==> config.mk <==
export PLATFORM = sky130hd
export DESIGN_NAME = alarm_controller
export DESIGN_NICKNAME = d
export VERILOG_FILES = /design/src/rtl/alarm_pkg.sv /design/src/rtl/alarm_time_params.sv /design/src/rtl/alarm_controller.sv
export SDC_FILE = /design/constraint.sdc
export NUM_CORES = 1
export LEC_CHECK = 0
export ABC_AREA = 1
export BUFFER_PORTS_ARGS = -buffer_cell sky130_fd_sc_hd__clkbuf_2
export CAP_MARGIN = 40
export CORE_MARGIN = 5
export CORE_UTILIZATION = 25
export DETAILED_ROUTE_END_ITERATION = 10
export PLACE_DENSITY = 0.42
export SYNTH_ARGS = -nofsm -noshare
export SYNTH_HDL_FRONTEND = slang
export SYNTH_SLANG_ARGS = --single-unit
export TNS_END_PERCENT = 5
==> constraint.sdc <==
create_clock -name clk -period 3.7 [get_ports clk]
set_clock_uncertainty 0.1 [all_clocks]
set_input_delay 0.37 -clock clk [delete_from_list [all_inputs] [get_ports clk]]
set_output_delay 0.37 -clock clk [all_outputs]
set_load 0.01 [all_outputs]
==> src/rtl/alarm_pkg.sv <==
// Shared types and defaults for the vehicle alarm controller.
// Also provides the duration saturation helper used by the parameter block.
package alarm_pkg;

    localparam logic [2:0] ST_ARMED      = 3'd0;
    localparam logic [2:0] ST_ENTRY_WAIT = 3'd1;
    localparam logic [2:0] ST_ALARM      = 3'd2;
    localparam logic [2:0] ST_ALARM_HOLD = 3'd3;
    localparam logic [2:0] ST_DISARMED   = 3'd4;
    localparam logic [2:0] ST_EXIT_WAIT  = 3'd5;
    localparam logic [2:0] ST_EXIT_DOOR  = 3'd6;
    localparam logic [2:0] ST_ARM_WAIT   = 3'd7;

    typedef enum logic [2:0] {
        ARMED      = ST_ARMED,
        ENTRY_WAIT = ST_ENTRY_WAIT,
        ALARM      = ST_ALARM,
        ALARM_HOLD = ST_ALARM_HOLD,
        DISARMED   = ST_DISARMED,
        EXIT_WAIT  = ST_EXIT_WAIT,
        EXIT_DOOR  = ST_EXIT_DOOR,
        ARM_WAIT   = ST_ARM_WAIT
    } state_t;

    typedef enum logic [1:0] {
        SEL_ARM       = 2'd0,
        SEL_DRIVER    = 2'd1,
        SEL_PASSENGER = 2'd2,
        SEL_ALARM_ON  = 2'd3
    } param_sel_t;

    localparam int DEF_T_ARM_DELAY       = 6;
    localparam int DEF_T_DRIVER_DELAY    = 8;
    localparam int DEF_T_PASSENGER_DELAY = 15;
    localparam int DEF_T_ALARM_ON        = 10;

    // The timer never expires when loaded with zero, so zero becomes one.
    function automatic logic [3:0] sat_dur(input logic [3:0] v);
        return (v == 4'd0) ? 4'd1 : v;
    endfunction

endpackage

==> src/rtl/alarm_time_params.sv <==
// Countdown duration selection for the alarm controller.
// With ALARM_REPROG_EN defined the four durations live in runtime registers.
module alarm_time_params
    import alarm_pkg::*;
#(
    parameter int T_ARM_DELAY       = DEF_T_ARM_DELAY,
    parameter int T_DRIVER_DELAY    = DEF_T_DRIVER_DELAY,
    parameter int T_PASSENGER_DELAY = DEF_T_PASSENGER_DELAY,
    parameter int T_ALARM_ON        = DEF_T_ALARM_ON
) (
`ifdef ALARM_REPROG_EN
    input  logic       clk,
    input  logic       rst,
    input  logic       wr_en_i,
    input  param_sel_t wr_sel_i,
    input  logic [3:0] wr_val_i,
`endif
    input  param_sel_t sel_i,
    output logic [3:0] duration_o
);

    if (T_ARM_DELAY < 0 || T_ARM_DELAY > 15) begin : g_bad_arm
        $error("T_ARM_DELAY must fit in 4 bits");
    end
    if (T_DRIVER_DELAY < 0 || T_DRIVER_DELAY > 15) begin : g_bad_drv
        $error("T_DRIVER_DELAY must fit in 4 bits");
    end
    if (T_PASSENGER_DELAY < 0 || T_PASSENGER_DELAY > 15) begin : g_bad_pas
        $error("T_PASSENGER_DELAY must fit in 4 bits");
    end
    if (T_ALARM_ON < 0 || T_ALARM_ON > 15) begin : g_bad_aon
        $error("T_ALARM_ON must fit in 4 bits");
    end

    localparam logic [3:0] DUR_ARM = sat_dur(4'(T_ARM_DELAY));
    localparam logic [3:0] DUR_DRV = sat_dur(4'(T_DRIVER_DELAY));
    localparam logic [3:0] DUR_PAS = sat_dur(4'(T_PASSENGER_DELAY));
    localparam logic [3:0] DUR_AON = sat_dur(4'(T_ALARM_ON));

`ifdef ALARM_REPROG_EN
    logic [3:0] dur_q [4];

    always_ff @(posedge clk or negedge rst) begin
        if (!rst) begin
            dur_q[SEL_ARM]       <= DUR_ARM;
            dur_q[SEL_DRIVER]    <= DUR_DRV;
            dur_q[SEL_PASSENGER] <= DUR_PAS;
            dur_q[SEL_ALARM_ON]  <= DUR_AON;
        end else if (wr_en_i) begin
            dur_q[wr_sel_i] <= sat_dur(wr_val_i);
        end
    end

    assign duration_o = dur_q[sel_i];
`else
    always_comb begin
        case (sel_i)
            SEL_ARM:       duration_o = DUR_ARM;
            SEL_DRIVER:    duration_o = DUR_DRV;
            SEL_PASSENGER: duration_o = DUR_PAS;
            default:       duration_o = DUR_AON;
        endcase
    end
`endif

endmodule

==> src/rtl/alarm_controller.sv <==
// Anti-theft sequencing FSM driving the countdown timer, siren and status LED.
// Define ALARM_REPROG_EN to add runtime-programmable durations.
module alarm_controller
    import alarm_pkg::*;
#(
    parameter int T_ARM_DELAY       = DEF_T_ARM_DELAY,
    parameter int T_DRIVER_DELAY    = DEF_T_DRIVER_DELAY,
    parameter int T_PASSENGER_DELAY = DEF_T_PASSENGER_DELAY,
    parameter int T_ALARM_ON        = DEF_T_ALARM_ON
) (
    input  logic       clk,
    input  logic       rst,
    input  logic       ignition,
    input  logic       door_driver,
    input  logic       door_pass,
    input  logic       timer_expired,
    input  logic       timer_tick,
`ifdef ALARM_REPROG_EN
    input  logic       reprogram,
    input  logic [1:0] param_sel,
    input  logic [3:0] param_val,
`endif
    output logic       timer_start,
    output logic [3:0] timer_duration,
    output logic       siren,
    output logic       status_led,
    output logic [2:0] state_o
);

    state_t     state_q, state_d;
    logic       start_q, start_d;
    logic [3:0] dur_q, dur_d;
    logic       siren_q, siren_d;
    logic       led_q, led_d;
    param_sel_t sel;
    logic [3:0] sel_dur;
    logic       any_door;
    logic       exp_ok;

`ifdef ALARM_REPROG_EN
    logic wr_en;
    assign wr_en = reprogram && (state_q == DISARMED || state_q == EXIT_WAIT);
`endif

    alarm_time_params #(
        .T_ARM_DELAY      (T_ARM_DELAY),
        .T_DRIVER_DELAY   (T_DRIVER_DELAY),
        .T_PASSENGER_DELAY(T_PASSENGER_DELAY),
        .T_ALARM_ON       (T_ALARM_ON)
    ) u_params (
`ifdef ALARM_REPROG_EN
        .clk       (clk),
        .rst       (rst),
        .wr_en_i   (wr_en),
        .wr_sel_i  (param_sel_t'(param_sel)),
        .wr_val_i  (param_val),
`endif
        .sel_i     (sel),
        .duration_o(sel_dur)
    );

    assign any_door = door_driver | door_pass;
    // The level seen while our own start is in flight still belongs to the old countdown.
    assign exp_ok   = timer_expired & ~start_q;

    always_comb begin
        state_d = state_q;
        start_d = 1'b0;
        sel     = SEL_ALARM_ON;
        if (ignition && state_q != DISARMED) begin
            state_d = DISARMED;
        end else begin
            case (state_q)
                ARMED: begin
                    if (door_driver) begin
                        state_d = ENTRY_WAIT;
                        start_d = 1'b1;
                        sel     = SEL_DRIVER;
                    end else if (door_pass) begin
                        state_d = ENTRY_WAIT;
                        start_d = 1'b1;
                        sel     = SEL_PASSENGER;
                    end
                end
                ENTRY_WAIT: if (exp_ok) state_d = ALARM;
                ALARM: begin
                    if (!any_door) begin
                        state_d = ALARM_HOLD;
                        start_d = 1'b1;
                        sel     = SEL_ALARM_ON;
                    end
                end
                ALARM_HOLD: begin
                    if (any_door)    state_d = ALARM;
                    else if (exp_ok) state_d = ARMED;
                end
                DISARMED:  if (!ignition) state_d = EXIT_WAIT;
                EXIT_WAIT: if (door_driver) state_d = EXIT_DOOR;
                EXIT_DOOR: begin
                    if (!any_door) begin
                        state_d = ARM_WAIT;
                        start_d = 1'b1;
                        sel     = SEL_ARM;
                    end
                end
                ARM_WAIT: begin
                    if (any_door)    state_d = EXIT_DOOR;
                    else if (exp_ok) state_d = ARMED;
                end
                default: state_d = ARMED;
            endcase
        end
    end

    always_comb begin
        dur_d   = start_d ? sel_dur : dur_q;
        siren_d = (state_d == ALARM) || (state_d == ALARM_HOLD);
        case (state_d)
            // Blink restarts from off whenever ARMED is re-entered.
            ARMED:                         led_d = (state_q == ARMED) ? (led_q ^ timer_tick) : 1'b0;
            ENTRY_WAIT, ALARM, ALARM_HOLD: led_d = 1'b1;
            default:                       led_d = 1'b0;
        endcase
    end

    always_ff @(posedge clk or negedge rst) begin
        if (!rst) begin
            state_q <= ARMED;
            start_q <= 1'b0;
            dur_q   <= 4'd0;
            siren_q <= 1'b0;
            led_q   <= 1'b0;
        end else begin
            state_q <= state_d;
            start_q <= start_d;
            dur_q   <= dur_d;
            siren_q <= siren_d;
            led_q   <= led_d;
        end
    end

    assign timer_start    = start_q;
    assign timer_duration = dur_q;
    assign siren          = siren_q;
    assign status_led     = led_q;
    assign state_o        = state_q;

endmodule

==> results.md, run 1 <==
* Status: completed
* Total of cells resized after clock tree synthesis at 0
* P_leak at 0.411 nW
* Min-Delay Path Class: reg -> reg
* Worst path required time at 3.75 ns
* Setup TNS at 0 ns
* Worst setup path category: reg -> reg
* Worst-skew pair later-pin latency at 0.26 ns
* Ant diodes at 0
* Routed via count at 536
* Slew headroom at 81.7%
* Die Width at 58.6 µm
* CP arrival at 1.58 ns
* Post-Route WL at 1.33 mm
* Antenna violations before repair at 0
* Synthesized area per cell at 7.46 µm²
* Max VDD drop at 0.000224 V
* Max_cap viols at 0
* Main synth FF type: dfrtp_1
* Total CTS buffers at 3
* Max incr delay on CP at 0.47 ns
* PwrDens at 626 nW/µm²
* Post-DP HPWL at 1.10 mm
* Cell depth of the worst flop-to-flop path at 8
* Met3 Use GR at 3.07%
* Seq/Total Area, Yosys at 42.5%
* H-tree depth at 1
* Syn_nets at 86
* R2r startpoint: state_o[0]
* Wire length per cell at 10.5 µm
* Crit-path max FO at 7
* Share of cells above drive strength 1 at 31.3%
* Crit path cell chain: nor2_4, nand2_4, nor2_4, inv_2, a21oi_4, nand2_2, o21ai_0, nand2_1
* Die ar. at 3430 µm²
* Root buf cell: clkbuf_4
* Via density at 4.22
* Max Root-Sink Buffers at 2
* Crit share post-route at 41.5%
* Switching share of power at 43.7%
* Slew Viols, Final at 0
* Number of global-route vias before repair at 536
* R2r endpoint: timer_duration[3]
* Register bit count reported by yosys at 10
* Non-filler instance count after layout at 127
* Top-count cell post-synth: nand2_1
* Fin crit period at 1.53 ns
* Largest area contributor in the netlist: dfrtp_1
* Nets at 108
* Largest net degree at the start of global routing at 11
* CP max-delay cell: dfrtp_1
* First-pass GRT wire length at 2.30 mm
* DRC at 0
* Ports at 17
* Final hold slack at 0.385 ns
* Area Overhead vs Synth at 25.1%
* Placeable core area at 2230 µm²
* Post-route ant nets at 0
* Clk pwr share at 15.7%
* Post-synth EDFFs at 0
* Gr usage total at 8.92%
* Top cells by count, synth: nand2_1 (19), inv_1 (13), dfrtp_1 (10)
* Crit path launch type: register
* Post-Synthesis Cells at 79
* Yosys Warn Count at 0
* Hold path depth at 2
* Clock edge transition at the registers on the reported setup and hold paths at 0.07 ns
* Yosys cell types at 17
* Met1 Usage GRT at 10.3%
* CP dominant cell by count: nor2_4
* Synth top area share at 42.5%
* Sw power at 201 µW
* Placed cells at 123
* # fillers at 248
* Die H at 58.6 µm
* Fraction of power consumed by combinational cells at 45.8%
* Internal at 260 µW
* Worst Hold End: timer_duration[1]
* Initial core utilization at 26.4%
* First DRT Iteration DRCs at 9
* CP Capture Type: register
* Flop pwr share at 38.5%
* IO Port Bufs at 16
* Clock sinks at 10
* Top cells by area, synth: dfrtp_1 (42%), nand2_1 (12%), inv_1 (8.3%)
* TritonCTS clock tree: built
* Busiest grt layer: met2
* Tightest Pin Transition at 0.275 ns
* Fin. Hold Viols at 0
* RSZ-0062 raised after global routing: no
* Total congestion overflow at 0
* Worst Min Path Start: timer_duration[1]
* Rows at 17
* Reg2Reg Setup Slack at 2.17 ns
* GP Congestion at 0.739
* Setup-failing EPs final at 0
* TritonRoute pass-1 iters at 4
* Max Freq at 652 MHz
* Async SR Flop Fraction at 100%
* GRT met2 Usage at 14.4%
* Mapped cell area at 589 µm²
[cell usage in the layout, fill, tap and decap left out]
cell and n:
a21boi_2 1, nand2_1 19, nand2_4 1, dlygate4sd3_1 1, inv_2 4, nor2_4 2, inv_1 13, nor2_1 8
o31ai_1 1, o21ai_1 3, a21oi_4 1, dfrtp_1 10, nand2_2 1, clkbuf_4 3, o21ai_0 4, nor2_2 2
o21bai_1 1, xor2_1 1, nand3_1 7, clkbuf_2 16
[metrics by stage]
stage / area (µm²) / setup WS, ns / utilization, % / total power, mW
floorplan: 589 / 2.24 / - / 0.320
detailed placement: 704 / 2.10 / 31.5 / 0.392
CTS: 737 / 2.17 / 33.0 / 0.468
global placement: 704 / 2.10 / 31.5 / 0.396
finish: 737 / 2.17 / 33.0 / 0.461
global route: 737 / 2.02 / 33.0 / 0.508
[worst max-delay path by stage]
stage / start / endpoint / slack, ns
2_1_floorplan: state_o[1] / timer_duration[3] / 2.24
3_3_place_gp: door_driver / status_led / 2.10
3_5_place_dp: door_driver / status_led / 2.10
4_1_cts: state_o[0] / timer_duration[3] / 2.17
5_1_grt: state_o[0] / timer_duration[3] / 2.02
6_report: state_o[0] / timer_duration[3] / 2.17
[layer usage]
metal,wire length [µm],part of all wire (%),vias to the layer above
li1,-,-,282
met3,58,4.4,2
met1,633,48,247
met5,0,0,-
met4,13,0.98,0
met2,624,47,5
[critical path: cells and delay by family (launching register included)]
kind	cells	cell delay, ns
AND/OR/NAND/NOR	5	0.54
flip-flops	1	0.47
buffers and inverters	1	0.05
AO/OA/AOI/OAI	2	0.27
[layout make-up]
class                      count  area, µm²  share of cell area, %
multi-input combinational     52        275                   37.4
sequential                    10        250                   34.0
timing repair buffer          17       90.1                   12.2
inverter                      17       63.8                   8.66
tap                           28       35.0                   4.75
clock buffer                   3       22.5                   3.06
[repair_timing]
| action | CTS | global route |
|---|---|---|
| hold endpoints to repair | 10 | 0 |
| setup buffers | 0 | 0 |
| hold buffers | 1 | 0 |
[sequential cells by signal, indices dropped and copies added (netlist names)]
signal / count
timer_duration: 4
state_o: 3
status_led: 1
timer_start: 1
siren: 1
[logic make-up after synthesis]
| logic type | synth area share [%] |
|---|---|
| AOI/OAI and AO/OA | 13.2 |
| and+or+nand+nor | 32.1 |
| xor gates and xnor gates | 1.49 |
| DFF | 42.5 |
| buffers and inverters | 10.8 |
[power groups by stage]
| stage | logic [mW] | registers, mW | clock network [mW] |
|---|---|---|---|
| global placement | 0.217 | 0.179 | 0 |
| global route | 0.242 | 0.184 | 0.0825 |
| detailed placement | 0.212 | 0.180 | 0 |
| CTS | 0.214 | 0.178 | 0.0767 |
| finish | 0.211 | 0.177 | 0.0725 |
| floorplan | 0.128 | 0.192 | 0 |
No activity file was read; power rests on OpenSTA's default activity.
==> run 2, diff against run 1 <==
Settings changed: PLACE_DENSITY 0.42 to 0.44.
Clock period 3.7 ns to 1.4 ns, I/O delays scaled along.
==> results.md, run 2 (same netlist as run 1, synthesis figures left out) <==
* Min-Delay Path Class: in -> async
* Cell depth of the worst flop-to-flop path at 8 (unchanged)
* Crit-path max FO at 4 (-3)
* Clock sinks at 10 (unchanged)
* CP Capture Type: register
* Gr usage total at 9.10% (+0.19 points)
* Crit path launch type: register
* GP Congestion at 0.723 (-2.3%)
* Failing checks: setup timing
* Largest net degree at the start of global routing at 11 (unchanged)
* Placeable core area at 2230 µm² (unchanged)
* Register area at 254 µm² (+1.5%)
* First DRT Iteration DRCs at 11 (+2)
* R2r startpoint: state_o[0]
* Share of cells above drive strength 1 at 47.9% (+17 points)
* Post-route ant nets at 0 (unchanged)
* Wire length per cell at 10.1 µm (-3.1%)
* PwrDens at 1750 nW/µm² (+180%)
* # fillers at 237 (-4.4%)
* Fin crit period at 1.49 ns (-0.0434 ns)
* Post-Place Worst Slack at -0.0769 ns (-2.18 ns)
* Crit share post-route at 106% (+65 points)
* Max VDD drop at 0.000831 V (+270%)
* Final worst-path setup slack at -0.0907 ns (-2.26 ns)
* TritonCTS clock tree: built
* P_leak at 0.507 nW (+23%)
* CP arrival at 1.54 ns (-0.04 ns)
* Power Total at 1.58 mW (+240%)
* Post-DP HPWL at 1.15 mm (+4.5%)
* Slew Viols, Final at 0 (unchanged)
* DRC at 0 (unchanged)
* Clock edge transition at the registers on the reported setup and hold paths at 0.07 ns (about the same)
* Status: finished with violations
* Multi-input gate area at 288 µm² (+4.5%)
* R2r endpoint: timer_duration[3]
* Nets at 127 (+18%)
* Most frequent cells in the layout: nand2_1 (17), buf_4 (17), clkbuf_2 (16), inv_1 (13), nor2_1 (8)
* RSZ-0062 raised after global routing: yes
* Total CTS buffers at 3 (unchanged)
* Fin. Hold Viols at 0 (unchanged)
* TritonRoute pass-1 iters at 4 (unchanged)
* H-tree depth at 1 (unchanged)
* First-pass GRT wire length at 2.40 mm (+4.2%)
* Max Freq at 671 MHz (+2.9%)
* Worst-skew pair later-pin latency at 0.26 ns (about the same)
* IO Port Bufs at 16 (unchanged)
* Post-Route WL at 1.49 mm (+12%)
* Reg2Reg Setup Slack at -0.09 ns (-2.26 ns)
* Worst setup path category: reg -> reg
* Max Root-Sink Buffers at 2 (unchanged)
* CP dominant cell by count: nor2_4
* Root buf cell: clkbuf_4
* Antenna violations before repair at 0 (unchanged)
* Ports at 17 (unchanged)
* Die Width at 58.6 µm (unchanged)
* Slew headroom at 82.4% (+0.74 points)
* Number of global-route vias before repair at 586 (+9.3%)
* CP max-delay cell: dfrtp_2
* Die ar. at 3430 µm² (unchanged)
* Max reg flops at 4 (unchanged)
* Max_cap viols at 0 (unchanged)
* Routed via count at 612 (+14%)
* Via density at 4.16 (-1.4%)
* Initial core utilization at 26.4% (unchanged)
* Setup-failing EPs final at 7 (+7)
* Tightest Pin Transition at 0.262 ns (-0.0133 ns)
* Ant diodes at 0 (unchanged)
* Total congestion overflow at 0 (unchanged)
* Die H at 58.6 µm (unchanged)
* Area Overhead vs Synth at 53.9%
* Max incr delay on CP at 0.45 ns (-0.02 ns)
* Rows at 17 (unchanged)
* Crit path cell chain: nor2_4, nand2_4, nor2_4, inv_2, a21oi_4, nand2_2, o21ai_1, nand2_1
* Worst path required time at 1.45 ns (-2.30 ns)
-- run 2: cell count changes in the layout (fill, tap and decap cells not counted), sizes merged --
cell,change
buf,+19
clkbuf,+1
-- run 2: where the power goes --
| group | total [mW] | switching, mW | leakage, nW | internal, mW |
|---|---|---|---|---|
| Combinational | 0.918 | 0.440 | 0.371 | 0.478 |
| Sequential | 0.462 | 0.0779 | 0.121 | 0.384 |
| Clock | 0.205 | 0.0954 | 0.0150 | 0.110 |
-- run 2: per-stage QoR --
step / hold slack [ns] / instances / setup TNS (ns) / util (%) / cell area (µm²)
2_1_floorplan: -0.256 / 79 / -0.0455 / - / 591
3_3_place_gp: -0.0743 / 136 / -0.159 / 36.0 / 803
3_5_place_dp: -0.0759 / 136 / -0.182 / 36.0 / 803
4_1_cts: 0.176 / 144 / -0.248 / 38.7 / 865
5_1_grt: 0.186 / 147 / -0.974 / 40.6 / 907
6_report: 0.168 / 147 / -0.327 / 40.6 / 907
-- run 2: critical path, delay by kind of cell (launching register included) --
family | cells | cell delay (ns)
AND/OR/NAND/NOR | 5 | 0.49
buffers and inverters | 1 | 0.05
flip-flops | 1 | 0.45
AO/OA/AOI/OAI | 2 | 0.29
-- run 2: layout make-up --
type                    instances  share of cell area [%]
well taps                      28                    3.86
flip-flops and latches         10                    28.0
inverters                      17                    7.03
clock buffers                   4                    2.90
multi-input cells              52                    31.7
repair buffers                 36                    26.5
-- run 2: layer usage --
layer / share of wire, % / global-route usage (%)
met5: 0 / 0
met4: 2.1 / 3.97
met3: 7.9 / 2.63
met2: 46 / 14.0
met1: 44 / 11.7
-- run 2: worst max-delay path by stage --
stage,from,cells past startpoint,slack (ns),to
global route,state_o[0],11,-0.18,status_led
finish,state_o[0],8,-0.09,timer_duration[3]
CTS,state_o[1],8,-0.07,timer_duration[3]
detailed placement,state_o[0],8,-0.08,timer_duration[3]
floorplan,state_o[0],8,-0.05,timer_duration[3]
global placement,state_o[0],9,-0.04,status_led
-- run 2: what timing repair did --
item,CTS,global route
hold buffers,1,0
pin swaps,2,4
cloned,0,0
gates resized for setup,3,6
endpoints found under the setup margin,6,9
buffers inserted,3,3
hold endpoints to repair,10,0
